===== config.mk =====
export PLATFORM = sky130hd
export DESIGN_NAME = fetch_prefetch_unit
export DESIGN_NICKNAME = d
export VERILOG_FILES = /design/src/rtl/fetch_prefetch_unit_pkg.sv /design/src/rtl/fetch_slot_ring.sv /design/src/rtl/fetch_prefetch_unit.sv
export SDC_FILE = /design/constraint.sdc
export NUM_CORES = 1
export LEC_CHECK = 0
export ABC_AREA = 1
export CORE_MARGIN = 1
export CORE_UTILIZATION = 47
export CTS_BUF_LIST = sky130_fd_sc_hd__clkbuf_4 sky130_fd_sc_hd__clkbuf_8 sky130_fd_sc_hd__clkbuf_16
export DETAILED_ROUTE_END_ITERATION = 8
export DONT_BUFFER_PORTS = 1
export GPL_ROUTABILITY_DRIVEN = 0
export PLACE_DENSITY = 0.68
export SYNTH_ARGS = -nofsm -noshare
export SYNTH_HDL_FRONTEND = slang
export SYNTH_SLANG_ARGS = --single-unit

===== constraint.sdc =====
create_clock -name clk -period 2.75 [get_ports clk]
set_input_delay 0.55 -clock clk [delete_from_list [all_inputs] [get_ports clk]]
set_output_delay 0.55 -clock clk [all_outputs]
set_load 0.02 [all_outputs]

===== src/rtl/fetch_prefetch_unit_pkg.sv =====
// Shared constants and types for the instruction prefetch front end.
// Imported by the fetch unit top.
package fetch_prefetch_unit_pkg;

  localparam logic [31:0] FETCH_RESET_PC_DEFAULT = 32'h0000_0000;
  localparam int unsigned FETCH_ALIGN_MASK = 3;
  localparam int unsigned FETCH_STEP = 4;

  typedef enum logic [1:0] {
    RSP_NONE,
    RSP_FILL,
    RSP_DROP
  } rsp_route_e;

endpackage


===== src/rtl/fetch_slot_ring.sv =====
// Slot ring for in-flight and returned fetches: pc/data storage,
// filled bits, alloc/fill/head pointers and occupancy counters.
module fetch_slot_ring #(
  parameter int unsigned XLEN = 32,
  parameter int unsigned DEPTH = 4,
  localparam int unsigned AW = $clog2(DEPTH),
  localparam int unsigned CW = AW + 1
) (
  input  logic            clk,
  input  logic            rst,
  input  logic            flush_i,
  input  logic            push_i,
  input  logic [XLEN-1:0] push_pc_i,
  input  logic            fill_i,
  input  logic [31:0]     fill_data_i,
  input  logic            pop_i,
  output logic            full_o,
  output logic [CW-1:0]   unfilled_o,
  output logic            head_valid_o,
  output logic [XLEN-1:0] head_pc_o,
  output logic [31:0]     head_data_o
);

  logic [XLEN-1:0]  pc_q [DEPTH];
  logic [31:0]      data_q [DEPTH];
  logic [DEPTH-1:0] filled_q;
  logic [AW-1:0]    alloc_q;
  logic [AW-1:0]    fill_q;
  logic [AW-1:0]    head_q;
  logic [CW-1:0]    count_q;
  logic [CW-1:0]    unfill_q;
  logic             do_fill;

  // A response with nothing outstanding is a protocol error; drop it.
  assign do_fill = fill_i & (unfill_q != '0);

  assign full_o       = count_q == CW'(DEPTH);
  assign unfilled_o   = unfill_q;
  assign head_valid_o = filled_q[head_q] & (count_q != '0);
  assign head_pc_o    = pc_q[head_q];
  assign head_data_o  = data_q[head_q];

  always_ff @(posedge clk or negedge rst) begin
    if (!rst) begin
      alloc_q  <= '0;
      fill_q   <= '0;
      head_q   <= '0;
      count_q  <= '0;
      unfill_q <= '0;
      filled_q <= '0;
    end else if (flush_i) begin
      alloc_q  <= '0;
      fill_q   <= '0;
      head_q   <= '0;
      count_q  <= '0;
      unfill_q <= '0;
      filled_q <= '0;
    end else begin
      if (push_i) begin
        alloc_q <= alloc_q + 1'b1;
        filled_q[alloc_q] <= 1'b0;
      end
      if (do_fill) begin
        fill_q <= fill_q + 1'b1;
        filled_q[fill_q] <= 1'b1;
      end
      if (pop_i) begin
        head_q <= head_q + 1'b1;
      end
      count_q  <= count_q + CW'(push_i) - CW'(pop_i);
      unfill_q <= unfill_q + CW'(push_i) - CW'(do_fill);
    end
  end

  always_ff @(posedge clk or negedge rst) begin
    if (!rst) begin
      for (int i = 0; i < DEPTH; i++) begin
        pc_q[i]   <= '0;
        data_q[i] <= '0;
      end
    end else begin
      if (push_i & ~flush_i) begin
        pc_q[alloc_q] <= push_pc_i;
      end
      if (do_fill & ~flush_i) begin
        data_q[fill_q] <= fill_data_i;
      end
    end
  end

endmodule


===== src/rtl/fetch_prefetch_unit.sv =====
// Instruction fetch front end: sequential PC generation, multi-outstanding
// fetch into a slot ring, and redirect with in-flight response dropping.
module fetch_prefetch_unit
  import fetch_prefetch_unit_pkg::*;
#(
  parameter int unsigned     XLEN = 32,
  parameter int unsigned     DEPTH = 4,
  parameter logic [XLEN-1:0] RESET_PC = XLEN'(FETCH_RESET_PC_DEFAULT)
) (
  input  logic            clk,
  input  logic            rst,
  input  logic            redirect_valid,
  input  logic [XLEN-1:0] redirect_pc,
  output logic            imem_req_valid,
  input  logic            imem_req_ready,
  output logic [XLEN-1:0] imem_addr,
  input  logic            imem_rsp_valid,
  input  logic [31:0]     imem_rsp_data,
  output logic            inst_valid,
  input  logic            inst_ready,
  output logic [31:0]     inst_data,
  output logic [XLEN-1:0] inst_pc
);

  localparam int unsigned CW = $clog2(DEPTH) + 1;
  // Stale responses can pile up across back-to-back redirects.
  localparam int unsigned DW = $clog2(DEPTH) + 4;

  logic            run_q;
  logic [XLEN-1:0] pc_q;
  logic [XLEN-1:0] pc_d;
  logic [DW-1:0]   drop_q;
  logic [DW-1:0]   drop_d;
  logic            full;
  logic            issue;
  logic            pop;
  logic            head_valid;
  logic [CW-1:0]   unfilled;
  rsp_route_e      route;

  assign imem_req_valid = run_q & ~full & ~redirect_valid;
  assign issue          = imem_req_valid & imem_req_ready;
  assign pop            = head_valid & inst_ready & ~redirect_valid;
  assign inst_valid     = head_valid;
  assign imem_addr      = pc_q;

  always_comb begin
    route = RSP_NONE;
    if (imem_rsp_valid) begin
      route = (redirect_valid || drop_q != '0) ? RSP_DROP : RSP_FILL;
    end
  end

  always_comb begin
    pc_d   = pc_q;
    drop_d = drop_q;
    unique case (1'b1)
      redirect_valid: begin
        pc_d   = redirect_pc & ~XLEN'(FETCH_ALIGN_MASK);
        drop_d = drop_q + DW'(unfilled) - DW'(imem_rsp_valid);
      end
      default: begin
        if (issue) begin
          pc_d = pc_q + XLEN'(FETCH_STEP);
        end
        if (route == RSP_DROP) begin
          drop_d = drop_q - 1'b1;
        end
      end
    endcase
  end

  always_ff @(posedge clk or negedge rst) begin
    if (!rst) begin
      run_q  <= 1'b0;
      pc_q   <= RESET_PC;
      drop_q <= '0;
    end else begin
      run_q  <= 1'b1;
      pc_q   <= pc_d;
      drop_q <= drop_d;
    end
  end

  fetch_slot_ring #(
    .XLEN (XLEN),
    .DEPTH(DEPTH)
  ) u_ring (
    .clk         (clk),
    .rst         (rst),
    .flush_i     (redirect_valid),
    .push_i      (issue),
    .push_pc_i   (pc_q),
    .fill_i      (route == RSP_FILL),
    .fill_data_i (imem_rsp_data),
    .pop_i       (pop),
    .full_o      (full),
    .unfilled_o  (unfilled),
    .head_valid_o(head_valid),
    .head_pc_o   (inst_pc),
    .head_data_o (inst_data)
  );

  a_rsp_expected: assert property (@(posedge clk) disable iff (!rst)
    imem_rsp_valid |-> (drop_q != '0 || unfilled != '0));

endmodule

# == After elaboration in Yosys (flattened, before gate mapping) ==
# Cells that the tools add are included.
# totals
elab_cells,106
register_bits,311
inputBits,70
# op_classes
bitwise_logic,17
n_addsub,11
n_reduce_logical,12
eq_ne,3
mux,36
n_lt_le_gt_ge,10
# op_table
op,count
bitwise mux 128 bit,2
2-to-1 mux 32 bit,8
binary-select mux 32 bit (select 2 bit),2
demux 32 bit (select 2 bit),2
"adder 32 x 3 -> 32 bit, second input constant",1
2-to-1 mux 2 bit,8
2-to-1 mux 4 bit,4
2-to-1 mux 6 bit,2
AND 1 bit,9
"greater-or-equal comparator 3 bit, second input constant",3
"less-than comparator 2 x 3 -> 1 bit, second input constant",3
inverter 2 -> 3 bit,3
nonzero test 2 bit,4
"adder 2 x 1 -> 2 bit, second input constant",3
adder 3 x 1 -> 3 bit,2
adder 6 x 3 -> 6 bit,1
"less-than comparator 3 x 1 -> 1 bit, second input constant",2
2-to-1 mux 3 bit,2
nonzero test 3 bit,2
nonzero test 6 bit,1
subtractor 3 x 1 -> 3 bit,2
subtractor 6 x 1 -> 6 bit,1
"subtractor 6 x 1 -> 6 bit, second input constant",1
AND 4 bit,1
other kinds (12),20

# == Longest topological paths before layout ==
# depth
depth_word,11
ltp_mapped,14
depth_no_buf,13

# == Cells and area by module ==
# From an unflattened synthesis, not the netlist that was laid out.
# unflattened
hier_cells,1942
hier_area_um2,15413.5
# by_module_without_submodules
module,area_per_inst_um2,cells_per_inst,instances
fetch_slot_ring,12436.9,1488,1
fetch_prefetch_unit,2976.6,454,1

# == Worst setup path after synthesis ==
# Ideal clock, no wire load.
# synth_path
kind,input port to flip-flop
start,input port redirect_valid
end,"register u_ring.unfill_q[2], in the netlist u_ring.unfilled_o[2]"
arrival_ns,2.227
setup_ns,0.124
slack_ns,0.398
path_stages,13
path_cell_list,buf_4 clkinv_4 nand4_4 nor2_2 nand2_2 buf_6 nor2_1 o21bai_1 ha_1 inv_1 fa_1 o21ai_0 a21oi_1
# synth_via
elab_chain_len,7
elab_cells_between_ends,11
# synth_lines
element,line,rtl
start: declaration,fetch_prefetch_unit.sv:12,"input logic redirect_valid,"
branches (longest 6 deep; another with adder 3 x 1 -> 3 bit),-,
2-to-1 mux 3 bit (*),fetch_slot_ring.sv:51,end else if (flush_i) begin
end signal: assignment,fetch_slot_ring.sv:71,unfill_q <= unfill_q + CW'(push_i) - CW'(do_fill);
end: declaration,fetch_slot_ring.sv:31,logic [CW-1:0] unfill_q;
# Mark *: on every way between the ends.
# A chain may end at the register's enable or synchronous reset.

# == Worst setup path in the final report ==
# layout_path
start,register u_ring.head_q[0]
end,output port inst_data[28]
# layout_via
elab_chain_len,4
# layout_lines
element,line,rtl
start: declaration,fetch_slot_ring.sv:29,logic [AW-1:0] head_q;
start signal: assignment,fetch_slot_ring.sv:68,head_q <= head_q + 1'b1;
inverter 2 -> 3 bit (implied by the code),fetch_slot_ring.sv:41,assign head_data_o = data_q[head_q];
binary-select mux 32 bit (select 2 bit),fetch_slot_ring.sv:41,
2-to-1 mux 32 bit (implied by the code) (2 in a row),fetch_slot_ring.sv:41,
end: declaration,fetch_prefetch_unit.sv:21,"output logic [31:0] inst_data,"
# No other way between the ends. The select of a mux whose other input is x is not followed.

==> run summary <==
Max frequency: 372 MHz
Largest net degree at the start of global routing: 302
Die W: 179 um
Max Slew Vio Count: 0
Worst-Margin Slew: 712 ps
CP delay by family, top: buffers and inverters
CP Buf/Inv Count: 3
Postcts setup bufs: 0
Violated checks: DRC, hold timing
Yosys Warn Count: 0
Startpoint Class: register
TritonCTS clock tree: yes
Share of the synthesized area in the top cell type: 0.509
Worst setup margin: 64.1 ps
Via density: 5.57
Crit Path Class: reg2out
Switching power share of the total: 0.311
DRC viols: 22
Antenna Nets Post-Route: 0
# IOs: 168
Vias post-DR: 12700
Syn Inst Count: 1854
Pwr/cell area: 797 nW/um2
Root buf cell: clkbuf_16
Maxcap violations: 0
Clk network pwr share: 0.374
Iteration-0 DRC Markers: 1026
Hold Slack: -253 ps
ANT cells: 0
Synthesized flop and latch total: 301
Post-synthesis cell type count: 36
Clk sinks: 301
Pre-Repair DR Iteration Count: 9
Vias in the first global route: 12600
Cell Int Power: 9.16 mW
Slowest CP cell: dfrtp_4
Finished Cell Area: 16700 um2
Crit path DAT: 2140 ps
Crit path largest cell delay: 570 ps
Share of cells above drive strength 1: 0.0862
Hold Fails Final Rpt: 301
Total CTS buffers: 35
Net Sw Power: 4.14 mW
Port Buffers: 0
FILL cells: 2875
DP HPWL: 23.4 mm
Slew Limit Headroom: 0.525
Final cycle utilization of the critical path: 0.977
H-tree Lvls: 2
Syn Area/Cell: 7.98 um2
R2r setup slk: 360 ps
Row cnt: 64
Most common cell after layout, fill and taps aside: nand2_1
Area growth from synthesis to layout: 12.8%
Initial antenna violation count: 1
Core area: 30700 um2
Post-synthesis cell area: 14800 um2
Clk_skew: 23.0 ps
Non-filler instance count after layout: 2276
Synth area leaders: dfrtp_1, nand2_1, o21ai_0
Combinational Power Share: 0.220
Status: finished, violations left
Post-synth top area cell: dfrtp_1
DP Worst Slack: 370 ps
Unrepaired setup endpoints after global routing: false
Global route overflow: 0
Area after DPL: 15400 um2
Nets: 1952
Global-route wire length before repair: 65.6 mm
Cells after DPL: 2213
CP required: 2200 ps
# setup viols final: 0
Leakage power: 8.47 nW
Latest clock arrival within the worst-skew pair: 520 ps
Worst-path fanout max: 60
Max Buffers Root-to-Sink: 3
Initial Utilization: 0.481
Worst Setup End Kind: output pin
DR WL/cell: 17.6 um
CP cell instances: inv_4 -> buf_12 -> o21ai_0 -> o22ai_1 -> buf_4
Worst IR drop on VDD: 459 uV
Sequential area share after synthesis: 0.509
Total global routing track utilization: 0.252
Die height: 179 um
Setup TNS: 0 ps
Minimum clock period: 2690 ps
Sequential Power Share: 0.406
Tightest Hold Check Type: in2async
Total Wirelength: 40.0 mm
DIE AREA: 32200 um2
Most frequent cells in the layout: nand2_1, o21ai_0, dfrtp_1, nor2_1, inv_1
Reg clk slew, reported paths: 60 ps
area by class of cell:
type / instances / area [um2] / area share
tap: 396 / 495 / 0.0297
clock buffer: 51 / 1080 / 0.0648
multi-input combinational: 1340 / 6290 / 0.377
clock inverter: 11 / 173 / 0.0103
sequential: 301 / 7540 / 0.452
inverter: 97 / 372 / 0.0223
timing repair buffer: 80 / 746 / 0.0447
final timing paths:
kind / cells after the start / from / end
min: 0 / rst / u_ring.data_q[82]
max in group asynchronous: 0 / rst / u_ring.head_q[0]
max: 5 / u_ring.head_q[0] / inst_data[28]
max reg2reg: 12 / drop_q[4] / u_ring.unfilled_o[2]
min in group clk: 1 / redirect_valid / u_ring.count_q[1]
min reg2reg: 2 / u_ring.data_q[87] / u_ring.data_q[87]
cells by family (layout without fill, tap and decap cells):
group | Yosys count | in the layout | share of synthesized area
buf+inv | 216 | 239 | 0.0681
xor+xnor | 17 | 17 | 0.0101
compound gates | 488 | 488 | 0.172
flops | 301 | 301 | 0.509
simple gates | 803 | 803 | 0.216
fa+ha+maj | 27 | 27 | 0.0243
other cells | 2 | 5 | 0.000507
flip-flops by register name (all words and copies together), names as in the netlist:
register / flops
imem_addr: 30
run_q: 1
u_ring.count_q: 3
u_ring.head_q: 2
u_ring.fill_q: 2
u_ring.data_q: 128
u_ring.pc_q: 120
u_ring.unfilled_o: 3
u_ring.filled_q: 4
u_ring.alloc_q: 2
drop_q: 6
worst reg2reg max path: stages (launching register included):
cell,delay (ps)
dfrtp_1,380
inv_1,140
ha_1,260
nand4_4,120
nor2_2,170
nand2_4,80
nor2_1,160
o21bai_1,140
ha_1,170
inv_1,50
fa_1,370
o21ai_0,180
a21oi_1,60
per-stage QoR:
| stage | utilization | total power, mW | hold WS, ps |
|---|---|---|---|
| after floorplan | - | 7.41 | 254 |
| after detailed placement | 0.501 | 8.36 | 278 |
| after CTS | 0.543 | 13.4 | -259 |
| after global placement | 0.501 | 8.28 | 276 |
| after global routing | 0.543 | 14.0 | -280 |
| final | 0.543 | 13.3 | -253 |
what timing repair did:
| action | 4_1_cts | 5_1_grt |
|---|---|---|
| resized for setup | 1 | 0 |
| endpoints found under the hold margin | 301 | 301 |
| endpoints found under the setup margin | 2 | 0 |
Yosys cell counts, drive strengths merged:
master  instances
nor3b           1
a21boi          1
nand4           4
clkbuf         57
nor2          193
ha             24
dfrtp         301
a21oi           7
nand2         538
clkinv          4
nor3            2
fa              3
buf            62
xor2           15
nand3          62
and2            2
inv            93
xnor2           2
o21bai          1
conb            2
nand3b          1
o22ai          64
o21ai         406
o211ai          9
power groups by stage:
stage          combinational, mW  sequential (mW)  clock [mW]
5_1_grt                     3.30             5.47        5.21
6_report                    2.92             5.40        4.98
3_5_place_dp                2.89             5.47           0
3_3_place_gp                2.83             5.45           0
2_1_floorplan               2.05             5.36           0
4_1_cts                     2.94             5.40        5.04
layer usage:
layer | share of wire | global-route usage | vias up
met5 | 0.00042 | 0 | -
met4 | 0.033 | 0.0997 | 2
met3 | 0.069 | 0.0474 | 107
met2 | 0.46 | 0.406 | 422
met1 | 0.44 | 0.336 | 6089
li1 | - | - | 6063
Note: power is estimated with default switching activity, not from simulation.
